### src/rtl/mem_arb_pkg.sv
// Shared types and constants for the memory port arbiter.
//  state_e : arbiter sequencing states (idle, access in flight, done pulse)
//  owner_e : which pipeline stage owns the access in flight
//  Func3*  : cache access size encodings
package mem_arb_pkg;

  typedef enum logic [1:0] {
    StIdle,
    StIssue,
    StDone
  } state_e;

  typedef enum logic {
    OwnI,
    OwnD
  } owner_e;

  localparam logic [2:0] Func3Byte = 3'b000;
  localparam logic [2:0] Func3Half = 3'b001;
  localparam logic [2:0] Func3Word = 3'b010;

endpackage

### src/rtl/mem_arb_timer.sv
// Wait counter for one cache access.
//  clk         in  clock
//  reset       in  synchronous active-high reset
//  clr         in  force count to zero
//  en          in  count one cycle (saturates at TIMEOUT)
//  min_reached out count >= MIN_WAIT
//  timed_out   out count == TIMEOUT
module mem_arb_timer #(
  parameter int unsigned MIN_WAIT = 2,
  parameter int unsigned TIMEOUT  = 20
) (
  input  logic clk,
  input  logic reset,
  input  logic clr,
  input  logic en,
  output logic min_reached,
  output logic timed_out
);

  localparam int unsigned CntW = $clog2(TIMEOUT + 1);
  localparam logic [CntW-1:0] CntMax = CntW'(TIMEOUT);
  localparam logic [CntW-1:0] CntMin = CntW'(MIN_WAIT);

  logic [CntW-1:0] count_q;

  always_ff @(posedge clk) begin
    if (reset || clr) begin
      count_q <= '0;
    end else if (en && (count_q != CntMax)) begin
      count_q <= count_q + 1'b1;
    end
  end

  assign min_reached = (count_q >= CntMin);
  assign timed_out   = (count_q == CntMax);

endmodule

### src/rtl/mem_port_arbiter.sv
// Shares the single cache port between instruction fetch and load/store.
// Data wins by default; after MAX_D_STREAK consecutive data grants with a fetch
// pending, fetch is granted. Each access is held for at least MIN_WAIT cycles and
// completes on ~c_busy & (c_hit | store); TIMEOUT cycles without completion sets
// the sticky err and finishes the access with zero read data.
//  clk, reset                         clock, synchronous active-high reset
//  i_req/i_addr -> i_rdata/i_done     fetch side
//  d_req/d_we/d_addr/d_wdata/d_func3 -> d_rdata/d_done   load/store side
//  c_addr/c_wdata/c_we/c_func3 -> cache, c_rdata/c_hit/c_busy <- cache
//  stall_if, stall_mem                per-stage stalls (combinational)
//  err                                sticky timeout flag
module mem_port_arbiter
  import mem_arb_pkg::*;
#(
  parameter int unsigned MAX_D_STREAK = 4,
  parameter int unsigned MIN_WAIT     = 2,
  parameter int unsigned TIMEOUT      = 20
) (
  input  logic        clk,
  input  logic        reset,
  input  logic        i_req,
  input  logic [31:0] i_addr,
  output logic [31:0] i_rdata,
  output logic        i_done,
  input  logic        d_req,
  input  logic        d_we,
  input  logic [31:0] d_addr,
  input  logic [31:0] d_wdata,
  input  logic [2:0]  d_func3,
  output logic [31:0] d_rdata,
  output logic        d_done,
  output logic [31:0] c_addr,
  output logic [31:0] c_wdata,
  output logic        c_we,
  output logic [2:0]  c_func3,
  input  logic [31:0] c_rdata,
  input  logic        c_hit,
  input  logic        c_busy,
  output logic        stall_if,
  output logic        stall_mem,
  output logic        err
);

  localparam int unsigned StreakW = $clog2(MAX_D_STREAK + 1);
  localparam logic [StreakW-1:0] StreakMax = StreakW'(MAX_D_STREAK);

  state_e state_q, state_d;
  owner_e owner_q, owner_d;
  logic [StreakW-1:0] streak_q, streak_d;
  logic [31:0] c_addr_q, c_addr_d, c_wdata_q, c_wdata_d;
  logic [31:0] i_rdata_q, i_rdata_d, d_rdata_q, d_rdata_d;
  logic        c_we_q, c_we_d, i_done_q, i_done_d, d_done_q, d_done_d, err_q, err_d;
  logic [2:0]  c_func3_q, c_func3_d;
  logic        min_reached, timed_out, complete;
  logic [31:0] rdata_sel;

  // Counter idles at zero so a grant always starts from a cleared count.
  mem_arb_timer #(
    .MIN_WAIT (MIN_WAIT),
    .TIMEOUT  (TIMEOUT)
  ) u_timer (
    .clk         (clk),
    .reset       (reset),
    .clr         (state_q == StIdle),
    .en          (state_q == StIssue),
    .min_reached (min_reached),
    .timed_out   (timed_out)
  );

  // Stores do not need a hit; loads wait for the fill.
  assign complete  = min_reached && !c_busy && (c_hit || c_we_q);
  assign rdata_sel = complete ? c_rdata : '0;

  always_comb begin
    state_d   = state_q;
    owner_d   = owner_q;
    streak_d  = streak_q;
    c_addr_d  = c_addr_q;
    c_wdata_d = c_wdata_q;
    c_we_d    = c_we_q;
    c_func3_d = c_func3_q;
    i_rdata_d = i_rdata_q;
    d_rdata_d = d_rdata_q;
    i_done_d  = 1'b0;
    d_done_d  = 1'b0;
    err_d     = err_q;
    unique case (state_q)
      StIdle: begin
        if (i_req && (!d_req || (streak_q == StreakMax))) begin
          state_d   = StIssue;
          owner_d   = OwnI;
          c_addr_d  = i_addr;
          c_wdata_d = '0;
          c_we_d    = 1'b0;
          c_func3_d = Func3Word;
          streak_d  = '0;
        end else if (d_req) begin
          state_d   = StIssue;
          owner_d   = OwnD;
          c_addr_d  = d_addr;
          c_wdata_d = d_wdata;
          c_we_d    = d_we;
          c_func3_d = d_func3;
          // Streak only counts grants that actually made a fetch wait.
          if (!i_req) begin
            streak_d = '0;
          end else if (streak_q != StreakMax) begin
            streak_d = streak_q + 1'b1;
          end
        end else begin
          c_we_d = 1'b0;
        end
      end
      StIssue: begin
        if (complete || timed_out) begin
          if (!complete) begin
            err_d = 1'b1;
          end
          if (owner_q == OwnI) begin
            i_rdata_d = rdata_sel;
            i_done_d  = 1'b1;
          end else begin
            d_rdata_d = rdata_sel;
            d_done_d  = 1'b1;
          end
          c_we_d  = 1'b0;
          state_d = StDone;
        end
      end
      StDone: begin
        state_d = StIdle;
      end
      default: begin
        state_d = StIdle;
      end
    endcase
  end

  always_ff @(posedge clk) begin
    if (reset) begin
      state_q   <= StIdle;
      owner_q   <= OwnI;
      streak_q  <= '0;
      c_addr_q  <= '0;
      c_wdata_q <= '0;
      c_we_q    <= 1'b0;
      c_func3_q <= Func3Word;
      i_rdata_q <= '0;
      d_rdata_q <= '0;
      i_done_q  <= 1'b0;
      d_done_q  <= 1'b0;
      err_q     <= 1'b0;
    end else begin
      state_q   <= state_d;
      owner_q   <= owner_d;
      streak_q  <= streak_d;
      c_addr_q  <= c_addr_d;
      c_wdata_q <= c_wdata_d;
      c_we_q    <= c_we_d;
      c_func3_q <= c_func3_d;
      i_rdata_q <= i_rdata_d;
      d_rdata_q <= d_rdata_d;
      i_done_q  <= i_done_d;
      d_done_q  <= d_done_d;
      err_q     <= err_d;
    end
  end

  assign c_addr    = c_addr_q;
  assign c_wdata   = c_wdata_q;
  assign c_we      = c_we_q;
  assign c_func3   = c_func3_q;
  assign i_rdata   = i_rdata_q;
  assign d_rdata   = d_rdata_q;
  assign i_done    = i_done_q;
  assign d_done    = d_done_q;
  assign err       = err_q;
  assign stall_if  = i_req & ~i_done_q;
  assign stall_mem = d_req & ~d_done_q;

endmodule

### config.mk
export PLATFORM = sky130hd
export DESIGN_NAME = mem_port_arbiter
export DESIGN_NICKNAME = d
export VERILOG_FILES = /design/src/rtl/mem_arb_pkg.sv /design/src/rtl/mem_arb_timer.sv /design/src/rtl/mem_port_arbiter.sv
export SDC_FILE = /design/constraint.sdc
export NUM_CORES = 1
export LEC_CHECK = 0
export ABC_AREA = 1
export CAP_MARGIN = 15
export CORE_MARGIN = 1
export CORE_UTILIZATION = 45
export DETAILED_ROUTE_END_ITERATION = 8
export PLACE_DENSITY = 0.79
export SYNTH_ARGS = -nofsm -noshare
export SYNTH_HDL_FRONTEND = slang
export SYNTH_SLANG_ARGS = --single-unit
### constraint.sdc
create_clock -name clk -period 3.8 [get_ports clk]
set_clock_uncertainty 0.2 [all_clocks]
set_input_delay 1.14 -clock clk [delete_from_list [all_inputs] [get_ports clk]]
set_output_delay 1.14 -clock clk [all_outputs]
set_load 0.05 [all_outputs]
# Word level (Yosys, flattened, before mapping)
# Cells that the tools add are included.
# totals
register_bits	146
in_bits	138
output_inout_bits	137
# op_classes
addsub	2
order_cmp	1
eq_ne	8
muxes	23
n_bitwise	8
n_reduce_logical	21
# op_table
op	count
$mux W32	5
$mux W3	6
$reduce_and A3 Y1	4
$mux W1	7
$mux W2	3
$ne A3 B3 Y1 const B	2
$not A1 Y1	6
$reduce_and A2 Y1	3
$add A5 B1 Y5 const B	1
$eq A5 B5 Y1 const B	1
$ge A5 B2 Y1 const B	1
$ne A5 B5 Y1 const B	1
$logic_and A1 B1 Y1	4
$logic_or A1 B1 Y1	4
$pmux W2 S2	1
$reduce_bool A2 Y1	2
$add A3 B1 Y3 const B	1
$eq A3 B3 Y1 const B	1
$ne A3 B1 Y1 const B	1
$reduce_or A3 Y1	1
$and A1 B1 Y1	2
$eq A2 B1 Y1 const B	1
$logic_not A1 Y1	2
$logic_not A2 Y1	1
other kinds (2)	2

# Depth between registers and ports, before layout
# Gate-level depths: netlist of run 1.
# logic_depth
depth_word	6
depth_mapped	11
ltp_nobuf	10

# Hierarchy
# A second synthesis of run 1 with hierarchy kept.
# unflattened
hier_cells	955
hier_area_um2	6540.0
# modules_own_cells
mod	instances	cells_each	area_each_um2	seq_area_each_um2
mem_port_arbiter	1	907	6211.0	2822.7
mem_arb_timer	1	48	329.1	100.1

# Worst setup path after synthesis of run 1
# OpenSTA, ideal clock, no wires.
# synth_path
kind	input to output
start	in d_req
end	out stall_mem
arrival_ps	1828
path_slack_ps	632
stages	2
n_path_buf	0
cell_sequence	inv_1 -> nor2_1
# synth_via
elab_chain_cells	1
# synth_rtl
element	line_no	source
start: declaration	mem_port_arbiter.sv:25	input logic d_req,
$and A1 B1 Y1	mem_port_arbiter.sv:179	assign stall_mem = d_req & ~d_done_q;
end: declaration	mem_port_arbiter.sv:40	output logic stall_mem,
# Every way passes these cells.

# Worst setup path after layout of run 1
# layout_path
start	in i_req
end	out stall_if
# layout_via
elab_chain_cells	1
# layout_rtl
element	line_no	source
start: declaration	mem_port_arbiter.sv:21	input logic i_req,
$and A1 B1 Y1	mem_port_arbiter.sv:178	assign stall_if = i_req & ~i_done_q;
end: declaration	mem_port_arbiter.sv:39	output logic stall_if,
# Every way passes these cells.

==> run summary, run 1 <==
STATUS
-------------------------------------------------------------------------------
Result of the run                                                  finished clean

CRITICAL PATH
-------------------------------------------------------------------------------
Start of the worst register-to-register path                        streak_q[0]
Critical path buffers and inverters                                           3
CP arrival                                                              2.15 ns
Critical Path Fanout Max                                                      5
Launching element type of the critical path                          input port
Cell family contributing the most delay on the critical path       buffers and inverters
Required time of the critical path                                      2.46 ns
Slowest cell delay on critical path                                     0.58 ns
Cell with the biggest individual delay on the critical path        sky130_fd_sc_hd__clkdlybuf4s50_1
Setup CP Type                                                      input port to output pin
Crit. End Element                                                    output pin
Ordered list of cells on the worst path                            clkdlybuf4s50_1, inv_2, nor2_1, buf_12
Critical path launch point                                                i_req

PLACED DESIGN
-------------------------------------------------------------------------------
Count of input and output buffers                                           274
Placed wire-length estimate after detailed placement                    13.5 mm
Placed Area                                                            9440 um2
Final estimated routing congestion in global placement                    0.819
Pre-CTS setup slack                                                    0.309 ns
Placed cells                                                              1,384

CLOCK TREE
-------------------------------------------------------------------------------
Clock tree from TritonCTS                                                  done
Count of hold buffers inserted by post-cts repair                             0
Root Buffer                                                        sky130_fd_sc_hd__clkbuf_16
Clock Sinks                                                                 146
Clock buffer count from CTS                                                  17
Worst skew pair latency                                                 0.41 ns
Total setup buffers inserted after CTS                                        0
Post-cts resize count                                                         0
Clk pin slew, worst setup/hold paths                                    0.06 ns
Maximum clock insertion buffer count                                          2
H-tree lvl count                                                              4

STA
-------------------------------------------------------------------------------
Setup TNS                                                                  0 ns
Total count of max-transition violations in the final report                  0
Rel. slew slack                                                           35.4%
Minimum hold slack                                                     0.264 ns
Final setup margin                                                     0.313 ns
Min Tclk post-route                                                     3.49 ns
Setup violators final                                                         0
Transition time at the pin with the least slew margin                  0.969 ns
Number of hold-slack violations in the final timing report                    0
Max Freq                                                              0.287 GHz
Setup repair after global routing missed its margin                       false
Period Utilization, post-route                                            91.8%

LOGIC SYNTHESIS
-------------------------------------------------------------------------------
Synth area leader                                                  sky130_fd_sc_hd__dfxtp_1
Mean instance size in the synthesized netlist                          6.82 um2
Net count after synthesis                                                 1,123
Synth Register Bits                                                         146
Fraction of registers with async set/reset                                   0%
Cell Area, Synth                                                       6690 um2
Most frequent cells after synthesis                                276 x sky130_fd_sc_hd__nand2_1, 152 x sky130_fd_sc_hd__inv_1, 146 x sky130_fd_sc_hd__dfxtp_1
Count of flip-flops with a built-in enable after synthesis                    0
Biggest area contributors in the synthesized netlist               sky130_fd_sc_hd__dfxtp_1 44%, sky130_fd_sc_hd__nand2_1 15%, sky130_fd_sc_hd__inv_1 8.5%, sky130_fd_sc_hd__nand4_1 6.1%, sky130_fd_sc_hd__nand3_1 5.2%
Count of distinct cell types in the synthesized netlist                      26
Top flip-flop cell by instance count after synthesis               sky130_fd_sc_hd__dfxtp_1
Post-synth top area share                                                 43.7%
Gate count of the mapped netlist                                            980
Seq/Total Area, Yosys                                                     43.7%
Most repeated cell in the gate-level netlist after synthesis       sky130_fd_sc_hd__nand2_1
Synth warnings                                                                0

FLOW RUN
-------------------------------------------------------------------------------
Maxcap violations                                                             0

FLOORPLAN
-------------------------------------------------------------------------------
Initial standard-cell utilization of the core                             46.0%
Placeable core area                                                  14,500 um2
Row cnt                                                                      44
Die Area                                                             15,300 um2
Width of the chip                                                        124 um
Chip height                                                              124 um
Number of top-level pins                                                    275

MIN PATH
-------------------------------------------------------------------------------
Min-Delay Startpoint                                                 c_func3[0]
Path class of the lowest-slack min-delay path                      register to register

POWER AND IR DROP
-------------------------------------------------------------------------------
Leakage power                                                           4.29 nW
Power density of the placed cells                                    419 nW/um2
Largest voltage drop on the vdd net                                      305 uV

GRT
-------------------------------------------------------------------------------
Global-route wire length before repair                                  30.3 mm
Total global routing overflow                                                 0
Initial antenna violation count                                               1
Largest net degree at the start of global routing                            67
Number of global-route vias before repair                                 6,175
Tot GR Track Use                                                          25.7%

CELLS AND AREA
-------------------------------------------------------------------------------
Post-layout instance count excluding filler cells                         1,416
Nets                                                                      1,362
Cell area after layout                                               10,000 um2
Area added between synthesis and finish                                   50.0%
Share of layout cells above drive strength 1                              6.42%

ROUTING
-------------------------------------------------------------------------------
Post-route DRC                                                                0
Iteration-0 DRC count of the detailed router                                529
Routed wire per std cell                                                14.0 um
Final antenna-violating net count                                             0
Detailed-routing iteration count for the pre-antenna-repair pass              5
Count of vias placed by the detailed router                               6,897
Via/cell ratio                                                             4.87
Wire length after detailed routing                                      19.8 mm

area by class of cell:
type	count	area (um2)
clock buffer	21	450
multi-input combinational	588	2750
inverter	178	668
fill	1277	4500
tap	184	230
sequential	146	2920
clock inverter	10	135
timing repair buffer	288	2870
antenna	1	2.50
metrics by stage:
step | util (%) | total power [mW]
global route | 69.0 | 4.36
floorplan | - | 2.20
detailed placement | 65.0 | 2.54
finish | 69.0 | 4.20
CTS | 69.0 | 4.22
global placement | 65.0 | 2.54
flip-flops by register name, indices dropped and copies added (netlist names):
name,flops
c_addr,32
state_q,2
c_func3,3
d_rdata,32
streak_q,3
c_wdata,32
u_timer.count_q,5
err,1
owner_q,1
i_done,1
d_done,1
i_rdata,32
c_we,1
kinds of logic (layout without fill, tap and decap cells):
| logic type | Yosys count | after routing | synth area share (%) |
|---|---|---|---|
| and+or+nand+nor | 498 | 498 | 32.2 |
| AOI/OAI and AO/OA | 82 | 82 | 7.47 |
| other | 0 | 1 | 0 |
| xor gates and xnor gates | 3 | 3 | 0.393 |
| buffers and inverters | 246 | 497 | 15.3 |
| DFF | 146 | 146 | 43.7 |
| adders and majority gates | 5 | 5 | 0.936 |
power breakdown:
part           switching, mW  internal [mW]  total [mW]
sequential            0.0405           1.60        1.64
combinational          0.537          0.328       0.865
clock                  0.645           1.04        1.69
worst min-delay path, stage by stage, from the launching register on:
cell                      delay (ns)
sky130_fd_sc_hd__dfxtp_1        0.31
sky130_fd_sc_hd__nand2_1        0.06
sky130_fd_sc_hd__a21oi_1        0.05
path summary, 6_finish.rpt:
| path | to | slack, ns | depth (start not counted) |
|---|---|---|---|
| max | stall_if | 0.31 | 4 |
| min | c_func3[0] | 0.26 | 2 |
| max reg2reg | streak_q[1] | 1.50 | 10 |
| min reg2reg | c_func3[0] | 0.26 | 2 |
routing by layer:
| metal | wire length [um] | track usage [%] |
|---|---|---|
| met1 | 7990 | 31.0 |
| met2 | 9600 | 41.6 |
| met3 | 1900 | 9.52 |
| met4 | 321 | 9.11 |
| met5 | 0 | 0 |
cells in the final DEF, fill, tap and decap left out, types with 2 or more instances in the layout:
cell type                         netlist  routed
sky130_fd_sc_hd__dfxtp_1              146     146
sky130_fd_sc_hd__inv_1                152     152
sky130_fd_sc_hd__nor2_1                78      78
sky130_fd_sc_hd__buf_4                  6      14
sky130_fd_sc_hd__nor3_1                 2       2
sky130_fd_sc_hd__o211ai_1              32      32
sky130_fd_sc_hd__clkbuf_16              0      17
sky130_fd_sc_hd__ha_1                   5       5
sky130_fd_sc_hd__xor2_1                 2       2
sky130_fd_sc_hd__nand4_1               65      65
sky130_fd_sc_hd__inv_2                 26      26
sky130_fd_sc_hd__clkinv_4               0       2
sky130_fd_sc_hd__clkbuf_1              20       3
sky130_fd_sc_hd__clkdlybuf4s50_1        0     272
sky130_fd_sc_hd__buf_12                 0       2
sky130_fd_sc_hd__o21ai_0                2       2
sky130_fd_sc_hd__clkinv_2               0       4
sky130_fd_sc_hd__nand3_2                3       3
sky130_fd_sc_hd__bufinv_16              0       3
sky130_fd_sc_hd__nand2_2                3       3
sky130_fd_sc_hd__nand3_1               69      69
sky130_fd_sc_hd__nand2_1              276     276
sky130_fd_sc_hd__a21oi_1               44      44
Note: power is estimated with default switching activity, not from simulation.
==> run 2: changes to the inputs <==
--- a/config.mk
+++ b/config.mk
@@ -8,9 +8,9 @@
 export ABC_AREA = 1
 export CAP_MARGIN = 15
 export CORE_MARGIN = 1
-export CORE_UTILIZATION = 45
+export CORE_UTILIZATION = 41
 export DETAILED_ROUTE_END_ITERATION = 8
-export PLACE_DENSITY = 0.79
+export PLACE_DENSITY = 0.73
 export SYNTH_ARGS = -nofsm -noshare
 export SYNTH_HDL_FRONTEND = slang
 export SYNTH_SLANG_ARGS = --single-unit
==> run 2 against run 1 <==
- largest cell class unchanged
- utilization shrank 6.0 points
- flip-flop and latch count stayed put
- worst hold slack got worse by 0.00072 ns
- cell count is 2.2% higher
- fmax fell by 0.14%
- register-to-register slack lost 0.17 ns
- die area is 9.6% higher
- design area is 0.21% lower
- clock-buffer cell count increased by 1
==> run summary, run 2 (same netlist as run 1, synthesis figures left out) <==
STATUS
-------------------------------------------------------------------------------
Result of the run                                                  finished clean

FLOW RUN
-------------------------------------------------------------------------------
Maxcap violations                                                             0

CELLS AND AREA
-------------------------------------------------------------------------------
Share of layout cells above drive strength 1                              6.26%
Multi-input logic area                                                 2750 um2
Register area                                                          2920 um2
Leading cell type in the layout, fill and taps excluded            sky130_fd_sc_hd__nand2_1
Final core area utilization                                               63.0%
Final-layout fill cell count                                              1,504
Nets                                                                      1,363
Area added between synthesis and finish                                   49.7%
Leading cell types in the layout, fill and taps excluded           276 x sky130_fd_sc_hd__nand2_1, 272 x sky130_fd_sc_hd__clkdlybuf4s50_1, 152 x sky130_fd_sc_hd__inv_1

FLOORPLAN
-------------------------------------------------------------------------------
Row cnt                                                                      46
Initial standard-cell utilization of the core                             42.1%
Chip height                                                              130 um
Number of top-level pins                                                    275
Width of the chip                                                        130 um
Die Area                                                             16,800 um2
Placeable core area                                                  15,900 um2

CRITICAL PATH
-------------------------------------------------------------------------------
Crit. End Element                                                    output pin
Required time of the critical path                                      2.46 ns
Launching element type of the critical path                          input port
Setup CP Type                                                      input port to output pin
CP arrival                                                              2.15 ns
Critical Path Fanout Max                                                      5

GRT
-------------------------------------------------------------------------------
Largest net degree at the start of global routing                            75
Global-route wire length before repair                                  31.0 mm
Tot GR Track Use                                                          23.7%
Number of global-route vias before repair                                 6,262
Initial antenna violation count                                               1
Total global routing overflow                                                 0

STA
-------------------------------------------------------------------------------
Transition time at the pin with the least slew margin                  0.781 ns
Rel. slew slack                                                           47.9%
Max Freq                                                              0.286 GHz
Number of hold-slack violations in the final timing report                    0
Total count of max-transition violations in the final report                  0
Setup TNS                                                                  0 ns
Min Tclk post-route                                                     3.49 ns
Period Utilization, post-route                                            91.9%
Setup repair after global routing missed its margin                       false
Setup violators final                                                         0

CLOCK TREE
-------------------------------------------------------------------------------
Root Buffer                                                        sky130_fd_sc_hd__clkbuf_16
Clock buffer count from CTS                                                  17
Worst skew pair latency                                                 0.41 ns
H-tree lvl count                                                              4
Clock Sinks                                                                 146
Maximum clock insertion buffer count                                          2
Clock tree from TritonCTS                                                  done
Count of hold buffers inserted by post-cts repair                             0
Clk pin slew, worst setup/hold paths                                    0.06 ns
Post-cts resize count                                                         0
Total setup buffers inserted after CTS                                        0

ROUTING
-------------------------------------------------------------------------------
Wire length after detailed routing                                      19.9 mm
DR top layer                                                               met4
Final antenna-violating net count                                             0
Iteration-0 DRC count of the detailed router                                364
Met3 WL post-DR                                                         1.85 mm
Amount of wire on met2 after detailed routing                           9.14 mm
Routed wire per std cell                                                13.7 um
Count of vias placed by the detailed router                               6,834
Detailed-routing iteration count for the pre-antenna-repair pass              4
Post-route DRC                                                                0
Via/cell ratio                                                             4.72
Routed metal-1 wirelength                                               8.48 mm

PLACED DESIGN
-------------------------------------------------------------------------------
Count of input and output buffers                                           274
Final estimated routing congestion in global placement                    0.801
Placed wire-length estimate after detailed placement                    13.3 mm

POWER AND IR DROP
-------------------------------------------------------------------------------
Largest voltage drop on the vdd net                                      284 uV
Power density of the placed cells                                    403 nW/um2
Leakage power                                                           4.26 nW

MIN PATH
-------------------------------------------------------------------------------
Path class of the lowest-slack min-delay path                      register to register

==> run 2: metal layers <==
metal	GRT usage [%]	up-vias
met5	0	-
met3	9.14	22
met2	38.6	245
li1	-	3523
met1	28.3	3044
met4	8.55	0
==> run 2: where the power goes <==
part	switching (mW)	internal, mW
logic	0.541	0.328
clock network	0.618	0.900
registers	0.0401	1.60
total	1.20	2.83
==> run 2: path summary, 6_finish.rpt <==
path | start | slack, ns | cells past startpoint | to
setup / recovery | i_req | 0.31 | 4 | stall_if
hold / removal | c_wdata[16] | 0.26 | 2 | c_wdata[16]
setup reg to reg | u_timer.count_q[0] | 1.33 | 11 | i_rdata[25]
hold reg to reg | c_wdata[16] | 0.26 | 2 | c_wdata[16]
==> run 2: worst max-delay path: stages <==
cell                              delay, ns
sky130_fd_sc_hd__clkdlybuf4s50_1       0.57
sky130_fd_sc_hd__inv_2                 0.08
sky130_fd_sc_hd__nor2_1                0.19
sky130_fd_sc_hd__buf_12                0.17
==> run 2: per-stage QoR <==
stage	instances	instance area [um2]	power, mW	hold WS [ns]	setup slack (ns)
global route	1447	10000	4.20	0.282	0.247
CTS	1446	10000	4.07	0.264	0.297
global placement	1417	9490	2.54	0.252	0.326
floorplan	980	6690	2.20	0.262	0.632
finish	1447	10000	4.03	0.263	0.308
detailed placement	1417	9490	2.54	0.257	0.299
==> run 2: area by class of cell <==
type / instances / share of cell area (%)
Inverter: 178 / 6.68
Timing Repair Buffer: 289 / 28.7
Sequential cell: 146 / 29.2
Antenna cell: 1 / 0.0250
Multi-Input combinational cell: 588 / 27.5
Clock inverter: 7 / 0.625
Clock buffer: 22 / 4.54
Tap cell: 216 / 2.70
==> run 3: changes to the inputs <==
--- a/config.mk
+++ b/config.mk
@@ -9,8 +9,10 @@
 export CAP_MARGIN = 15
 export CORE_MARGIN = 1
 export CORE_UTILIZATION = 41
+export CTS_CLUSTER_DIAMETER = 50
 export DETAILED_ROUTE_END_ITERATION = 8
 export PLACE_DENSITY = 0.73
+export SLEW_MARGIN = 20
 export SYNTH_ARGS = -nofsm -noshare
 export SYNTH_HDL_FRONTEND = slang
 export SYNTH_SLANG_ARGS = --single-unit
==> results of run 3 <==
The final DEF is identical to that of run 2; final timing and power are the same.
